==> src/rtl/mem_fwd_watch_pkg.sv <==
// Shared defaults and types for the data-memory forwarding / watch-mirror unit.
package mem_fwd_watch_pkg;

    localparam int DATA_W_DFLT    = 16;
    localparam int ADDR_W_DFLT    = 15;
    localparam int FWD_DEPTH_DFLT = 2;
    localparam int NUM_WATCH_DFLT = 3;

    localparam logic [3*ADDR_W_DFLT-1:0] WATCH_RST_ADDR_DFLT = {15'd555, 15'd4, 15'd1};

    // Default-width view of one in-flight write; parametrised users keep split arrays.
    typedef struct packed {
        logic                   valid;
        logic [ADDR_W_DFLT-1:0] addr;
        logic [DATA_W_DFLT-1:0] data;
    } t_fwd_entry;

    function automatic int idxWidth(input int n);
        return (n > 1) ? $clog2(n) : 1;
    endfunction

endpackage

==> src/rtl/mem_fwd_watch_fwd_prio_sel.sv <==
// Youngest-first match and select across the in-flight write entries.
module fwd_prio_sel #(
    parameter int DEPTH  = 2,
    parameter int ADDR_W = 15,
    parameter int DATA_W = 16
) (
    input  logic [DEPTH-1:0]             valid_i,
    input  logic [DEPTH-1:0][ADDR_W-1:0] addr_i,
    input  logic [DEPTH-1:0][DATA_W-1:0] data_i,
    input  logic [ADDR_W-1:0]            rdAddr_i,
    output logic                         hit_o,
    output logic [DATA_W-1:0]            data_o
);

    // Walk oldest to youngest so the youngest matching entry is assigned last.
    always_comb begin
        hit_o  = 1'b0;
        data_o = '0;
        for (int k = DEPTH - 1; k >= 0; k--) begin
            if (valid_i[k] && (addr_i[k] == rdAddr_i)) begin
                hit_o  = 1'b1;
                data_o = data_i[k];
            end
        end
    end

endmodule

==> src/rtl/mem_fwd_watch.sv <==
// Data-memory write forwarding, reprogrammable address mirrors and a forward-hit counter.
module mem_fwd_watch
    import mem_fwd_watch_pkg::*;
#(
    parameter int DATA_W    = DATA_W_DFLT,
    parameter int ADDR_W    = ADDR_W_DFLT,
    parameter int DEPTH     = FWD_DEPTH_DFLT,
    parameter int NUM_WATCH = NUM_WATCH_DFLT,
    parameter logic [NUM_WATCH*ADDR_W-1:0] WATCH_RST_ADDR = WATCH_RST_ADDR_DFLT,
    parameter int CNT_W     = 16,
    localparam int CIDX_W   = idxWidth(NUM_WATCH)
) (
    input  logic                                clk,
    input  logic                                resetN,
    input  logic                                WrEn102,
    input  logic [ADDR_W-1:0]                   WrAddr102,
    input  logic [DATA_W-1:0]                   WrData102,
    input  logic [ADDR_W-1:0]                   RdAddr102,
    input  logic [DATA_W-1:0]                   RamRdData102,
    output logic [DATA_W-1:0]                   RdData102,
    output logic                                FwdHit102,
    input  logic                                CfgWrEn,
    input  logic [CIDX_W-1:0]                   CfgIdx,
    input  logic [ADDR_W-1:0]                   CfgAddr,
    output logic [NUM_WATCH-1:0][DATA_W-1:0]    WatchData101,
    output logic [NUM_WATCH-1:0]                WatchValid101,
    output logic [NUM_WATCH-1:0][ADDR_W-1:0]    WatchAddr,
    input  logic                                CntClr,
    output logic [CNT_W-1:0]                    FwdHitCnt
);

    logic [DEPTH-1:0]                 entValid_q, entValid_d;
    logic [DEPTH-1:0][ADDR_W-1:0]     entAddr_q,  entAddr_d;
    logic [DEPTH-1:0][DATA_W-1:0]     entData_q,  entData_d;

    logic [NUM_WATCH-1:0][ADDR_W-1:0] watchAddr_q,  watchAddr_d;
    logic [NUM_WATCH-1:0][DATA_W-1:0] watchData_q,  watchData_d;
    logic [NUM_WATCH-1:0]             watchValid_q, watchValid_d;
    logic [NUM_WATCH-1:0]             cfgSel, wrHit;

    logic [CNT_W-1:0]                 cnt_q, cnt_d;
    logic                             selHit;
    logic [DATA_W-1:0]                selData;

    // Entry k carries the write issued k+1 cycles ago; the current write is never forwarded.
    always_comb begin
        entValid_d[0] = WrEn102;
        entAddr_d[0]  = WrAddr102;
        entData_d[0]  = WrData102;
        for (int k = 1; k < DEPTH; k++) begin
            entValid_d[k] = entValid_q[k-1];
            entAddr_d[k]  = entAddr_q[k-1];
            entData_d[k]  = entData_q[k-1];
        end
    end

    fwd_prio_sel #(
        .DEPTH  (DEPTH),
        .ADDR_W (ADDR_W),
        .DATA_W (DATA_W)
    ) u_sel (
        .valid_i  (entValid_q),
        .addr_i   (entAddr_q),
        .data_i   (entData_q),
        .rdAddr_i (RdAddr102),
        .hit_o    (selHit),
        .data_o   (selData)
    );

    assign FwdHit102 = selHit;
    assign RdData102 = selHit ? selData : RamRdData102;

    // Config to an index beats a same-cycle write to it and also hides the write-through.
    always_comb begin
        for (int i = 0; i < NUM_WATCH; i++) begin
            cfgSel[i]       = CfgWrEn && (CfgIdx == CIDX_W'(i));
            wrHit[i]        = WrEn102 && (WrAddr102 == watchAddr_q[i]) && !cfgSel[i];
            watchAddr_d[i]  = watchAddr_q[i];
            watchData_d[i]  = watchData_q[i];
            watchValid_d[i] = watchValid_q[i];
            if (cfgSel[i]) begin
                watchAddr_d[i]  = CfgAddr;
                watchData_d[i]  = '0;
                watchValid_d[i] = 1'b0;
            end else if (wrHit[i]) begin
                watchData_d[i]  = WrData102;
                watchValid_d[i] = 1'b1;
            end
            WatchData101[i]  = wrHit[i] ? WrData102 : watchData_q[i];
            WatchValid101[i] = wrHit[i] | watchValid_q[i];
        end
    end

    assign WatchAddr = watchAddr_q;

    always_comb begin
        cnt_d = cnt_q;
        if (CntClr) begin
            cnt_d = '0;
        end else if (FwdHit102 && (cnt_q != '1)) begin
            cnt_d = cnt_q + CNT_W'(1);
        end
    end

    assign FwdHitCnt = cnt_q;

    always_ff @(posedge clk) begin
        if (!resetN) begin
            entValid_q   <= '0;
            entAddr_q    <= '0;
            entData_q    <= '0;
            watchData_q  <= '0;
            watchValid_q <= '0;
            cnt_q        <= '0;
            for (int i = 0; i < NUM_WATCH; i++) begin
                watchAddr_q[i] <= WATCH_RST_ADDR[i*ADDR_W +: ADDR_W];
            end
        end else begin
            entValid_q   <= entValid_d;
            entAddr_q    <= entAddr_d;
            entData_q    <= entData_d;
            watchAddr_q  <= watchAddr_d;
            watchData_q  <= watchData_d;
            watchValid_q <= watchValid_d;
            cnt_q        <= cnt_d;
        end
    end

endmodule

==> config.mk <==
export PLATFORM = sky130hd
export DESIGN_NAME = mem_fwd_watch
export DESIGN_NICKNAME = d
export VERILOG_FILES = /design/src/rtl/mem_fwd_watch_pkg.sv /design/src/rtl/mem_fwd_watch_fwd_prio_sel.sv /design/src/rtl/mem_fwd_watch.sv
export SDC_FILE = /design/constraint.sdc
export NUM_CORES = 1
export LEC_CHECK = 0
export BUFFER_PORTS_ARGS = -buffer_cell sky130_fd_sc_hd__buf_2
export CORE_AREA = 2 2 149 151
export CTS_CLUSTER_SIZE = 10
export DETAILED_ROUTE_END_ITERATION = 8
export DIE_AREA = 0 0 151 153
export GPL_TIMING_DRIVEN = 0
export SLEW_MARGIN = 0
export SYNTH_ARGS = -nofsm -noshare
export SYNTH_HDL_FRONTEND = slang
export SYNTH_SLANG_ARGS = --single-unit
==> constraint.sdc <==
create_clock -name clk -period 3.1 [get_ports clk]
set_clock_uncertainty 0.05 [all_clocks]
set_input_delay 0.62 -clock clk [delete_from_list [all_inputs] [get_ports clk]]
set_output_delay 0.62 -clock clk [all_outputs]
set_load 0.01 [all_outputs]
# Word-level counts from Yosys, hierarchy flattened
# Index checks and enable logic that the tools add are counted.
dict set report word_totals {
  ff_bits 176
  mem_count 0
  mem_bits_ro 0
  ramBits 0
  latchBits 0
  word_cells 56
  output_inout_bits 129
}
dict set report op_classes {
  div_mod_pow 0
  magnitude_cmp 0
  bitwise_logic 4
  shifts 0
  n_eq_ne 8
  reduce_logical 20
  n_mul 0
  n_addsub 1
  muxes 8
}
# op n
set op_table {}
lappend op_table {{16-bit 2-to-1 mux} 6}
lappend op_table {{15-bit == test} 5}
lappend op_table {{16-bit by 1-bit adder with 16-bit output, second input constant} 1}
lappend op_table {{16-bit inequality test, second input constant} 1}
lappend op_table {{1-bit logical AND} 12}
lappend op_table {{2-bit OR reduction} 4}
lappend op_table {{1-bit logical NOT} 3}
lappend op_table {{1-bit bitwise OR} 3}
lappend op_table {{2-bit by 1-bit == test with 1-bit output, second input constant} 1}
lappend op_table {{2-bit == test, second input constant} 1}
lappend op_table {{2-bit logical NOT} 1}
lappend op_table {{1-bit 2-to-1 mux} 2}
lappend op_table {{1-bit inverter} 1}

# Longest topological paths before layout
dict set report logic_depth {
  ltp_word 5
  ltp_mapped 9
}

# Cells and area by module
# Synthesis repeated with hierarchy kept, for this count alone.
dict set report hier_totals {
  hier_cells 895
  hier_area_um2 7647.3
}
# mod cells_per_inst n_inst area_per_inst_um2 seq_area_each_um2
set by_module_without_submodules {}
lappend by_module_without_submodules {mem_fwd_watch 802 1 7038.0 3523.4}
lappend by_module_without_submodules {fwd_prio_sel 93 1 609.3 0.0}

# Worst setup path before layout
# OpenSTA, ideal clock, no wires.
dict set report synth_timing {
  path_type {input -> output}
  from {in RdAddr102[11]}
  to {out RdData102[10]}
  path_slack_ps 332
  n_path_buf 2
  t_arrival_ps 2098
  cell_stages 8
  cell_sequence {xnor2_1 > nand4_1 > nor4_1 > or2_2 > clkbuf_1 > buf_2 > nor2_1 > a21oi_1}
}
dict set report synth_via {
  elab_chain_cells 5
  word_cells_on_any_way 9
}
# element line
set synth_rtl {}
lappend synth_rtl {{start, declared} mem_fwd_watch.sv:18} ;# input logic [ADDR_W-1:0] RdAddr102,
lappend synth_rtl {{15-bit == test} mem_fwd_watch_fwd_prio_sel.sv:20} ;# if (valid_i[k] && (addr_i[k] == rdAddr_i)) begin
lappend synth_rtl {{1-bit logical AND} mem_fwd_watch_fwd_prio_sel.sv:20}
lappend synth_rtl {{16-bit 2-to-1 mux / 1-bit 2-to-1 mux (equally long branches) (2 in series)} mem_fwd_watch_fwd_prio_sel.sv:20}
lappend synth_rtl {{16-bit 2-to-1 mux *} mem_fwd_watch.sv:71} ;# assign RdData102 = selHit ? selData : RamRdData102;
lappend synth_rtl {{end, declared} mem_fwd_watch.sv:20} ;# output logic [DATA_W-1:0] RdData102,
# Every way passes the cells marked *; elsewhere a longest branch is shown, timed or not.

# Worst setup path after layout
dict set report layout_timing {
  from {in RdAddr102[6]}
  to {out RdData102[0]}
}
# Same word-level chain as after synthesis.

==> impl_metrics.tcl <==
set metrics [dict create \
    outcome "finished clean" \
    yosysWarnings 0 \
    drtPass1Iterations 5 \
    fin_crit_sh_pct 97.5 \
    yosysSeqAreaShare_pct 47.6 \
    synthCells 761 \
    clock-sinks 176 \
    wl_per_cell_um 16.6 \
    grt_pass1_vias 5803 \
    cts_buffers 17 \
    min_path_type "in -> reg" \
    p_per_area_nw_per_um2 505 \
    wl_mm 21.6 \
    initial_core_util_pct 34.5 \
    critPathLaunchType "primary input" \
    drc 0 \
    coreArea_um2 21500 \
    syn_to_final_growth_pct 32.2 \
    cts_tree "built" \
    synth_area_leader_cell "dfxtp_1" \
    crit_type "in -> out" \
    clk_pin_slew_ns 0.07 \
    num_vias 6117 \
    yosys.area_share.simple_pct 23.6 \
    yosysTopAreaCellShare_pct 47.6 \
    min_period_ns 3.02 \
    layout-drive-gt1-share_pct 35.2 \
    yosysMostFrequentCell "dfxtp_1" \
    synth_common_cells "dfxtp_1, nand2_1, xnor2_1, and2_1, nor2b_1" \
    wl_met3_um 954 \
    synth_compound_area_share_pct 7.28 \
    synth-xor-area-share_pct 9.22 \
    port_buffers 212 \
    wl_met2_mm 10.3 \
    leakage_nw 4.22 \
    drt_iter0_markers 246 \
    die_area_um2 23100 \
    critPathCaptureType "output port" \
    cp_max_fo 4 \
    fmax_ghz 0.331 \
    synthTopCellsByArea "dfxtp_1, xnor2_1, mux2_2" \
    dp_cells 1253 \
    dp_hpwl_mm 16.3 \
    grt_pass1_wl_mm 32.8 \
    topRoutingLayerUsed "met4" \
    die_h_um 153 \
    async_flop_share_pct 0 \
    synth_fp_nets 846 \
    ant_nets 0 \
    instances_no_fill 1302 \
    clk-insertion-delay-late_ns 0.43 \
    clockBufferDepth 2 \
    final_core_util_pct 45.6 \
    synth_ff_type "dfxtp_1" \
    rsz0062_at_grt "true" \
    grt.overflow.total 0 \
    arrival_ns 2.35 \
    drv_slew 0 \
    hold_violations 0 \
    syn_area_per_cell_um2 9.74 \
    ios 213 \
    root_buffer "clkbuf_16" \
    grt_max_degree 19 \
    wl_met1_mm 9.89 \
    fin_setup_tns_ns 0 \
    grt.total_usage_pct 18.6 \
    setup_viol 0 \
    maxSlewHeadroom_pct 56.3 \
    tightestPinTransition_ns 0.655 \
    synth_edf_count 0 \
    syn_area_um2 7410 \
    yosys_register_bits 176 \
    synthAdderAreaFrac_pct 0.169 \
    fin_nets 1093 \
    chipWidth_um 151 \
    row_count 54 \
    cts_max_level 4 \
    hold_slack_ns 0.391 \
    vdd_drop_max_uv 330 \
    worstPathRequired_ns 2.43 \
    antenna_found_initial 1 \
    gp_congestion 0.910 \
    vias_per_cell 4.70 \
    synth.area.mux_share_pct 10.0 \
    maxCapViolations 0 \
    synth_top_family_by_area "simple AND/OR/NAND/NOR gates" \
    synth_cell_types 46 \
]
registers in the layout, indices dropped and copies added, names as in the netlist:
register / count
entAddr_q: 15
watchData_q: 48
entData_d: 16
entValid_q: 2
FwdHitCnt: 16
entAddr_d: 15
WatchAddr: 45
entData_q: 16
watchValid_q: 3
final cells by class:
| type | count | area, um^2 |
|---|---|---|
| inverters | 1 | 3.75 |
| clock inverters | 15 | 165 |
| repair buffers | 229 | 1190 |
| multi-input cells | 548 | 3950 |
| plain buffers | 35 | 185 |
| fillers | 2151 | 11700 |
| diodes | 1 | 2.50 |
| well taps | 280 | 350 |
| flip-flops and latches | 176 | 3530 |
| clock buffers | 17 | 425 |
what timing repair did:
| item | CTS | global route |
|---|---|---|
| pin swaps | 6 | 9 |
| setup endpoints to repair | 51 | 35 |
| hold buffers | 0 | 0 |
| resized for setup | 23 | 25 |
| buffers inserted | 4 | 13 |
kinds of logic after synthesis:
group | Yosys count
mux | 65
simple gates | 321
compound gates | 83
buf+inv | 37
flops | 176
xor+xnor | 78
fa+ha+maj | 1
metrics by stage:
stage	setup slack, ns	area (um^2)	power [mW]
2_1_floorplan	0.332	7410	2.62
3_3_place_gp	-0.511	8820	2.82
3_5_place_dp	-0.507	8820	2.82
4_1_cts	0.00374	9570	4.98
5_1_grt	-0.0446	9790	5.15
6_report	0.0771	9790	4.95
critical path, stage by stage:
cell and delay [ns]:
buf_2 0.13, xnor2_2 0.20, nand4_1 0.17, nor4_4 0.33, buf_4 0.19, buf_4 0.15
mux2i_1 0.30, a21oi_1 0.11, buf_2 0.14
metal layers:
metal	track usage [%]	up-vias
met5	0	-
met1	24.7	2853
met3	4.03	32
li1	-	3070
met2	29.3	162
met4	7.25	0
power by group:
| part | switching (mW) | internal, mW | total [mW] |
|---|---|---|---|
| logic | 0.249 | 0.185 | 0.434 |
| registers | 0.0447 | 2.32 | 2.36 |
| clock network | 0.999 | 1.15 | 2.15 |
| total | 1.29 | 3.65 | 4.95 |
cells in the final DEF (no fill, tap or decap), types with 17 or more instances in the layout:
cell type / count
buf_2: 216
dfxtp_1: 174
nand2_1: 99
and2_1: 65
xnor2_1: 52
nor2b_1: 52
mux2_2: 38
a21boi_0: 38
nand4_1: 27
a21oi_1: 24
clkbuf_1: 23
nor2_1: 22
buf_4: 18
clkbuf_16: 17
final timing paths:
| check | slack, ns | cells after the start | to | from |
|---|---|---|---|---|
| min reg2reg | 0.40 | 1 | entData_q[23]$_SDFF_PN0_ | entData_d[23]$_SDFF_PN0_ |
| min | 0.39 | 3 | WatchAddr[31]$_SDFFE_PN1P_ | CfgAddr[1] |
| max | 0.08 | 9 | RdData102[0] | RdAddr102[6] |
| max reg2reg | 0.90 | 9 | FwdHitCnt[14]$_SDFFE_PP0P_ | entAddr_d[22]$_SDFF_PN0_ |
No activity file was read; power rests on OpenSTA's default activity.
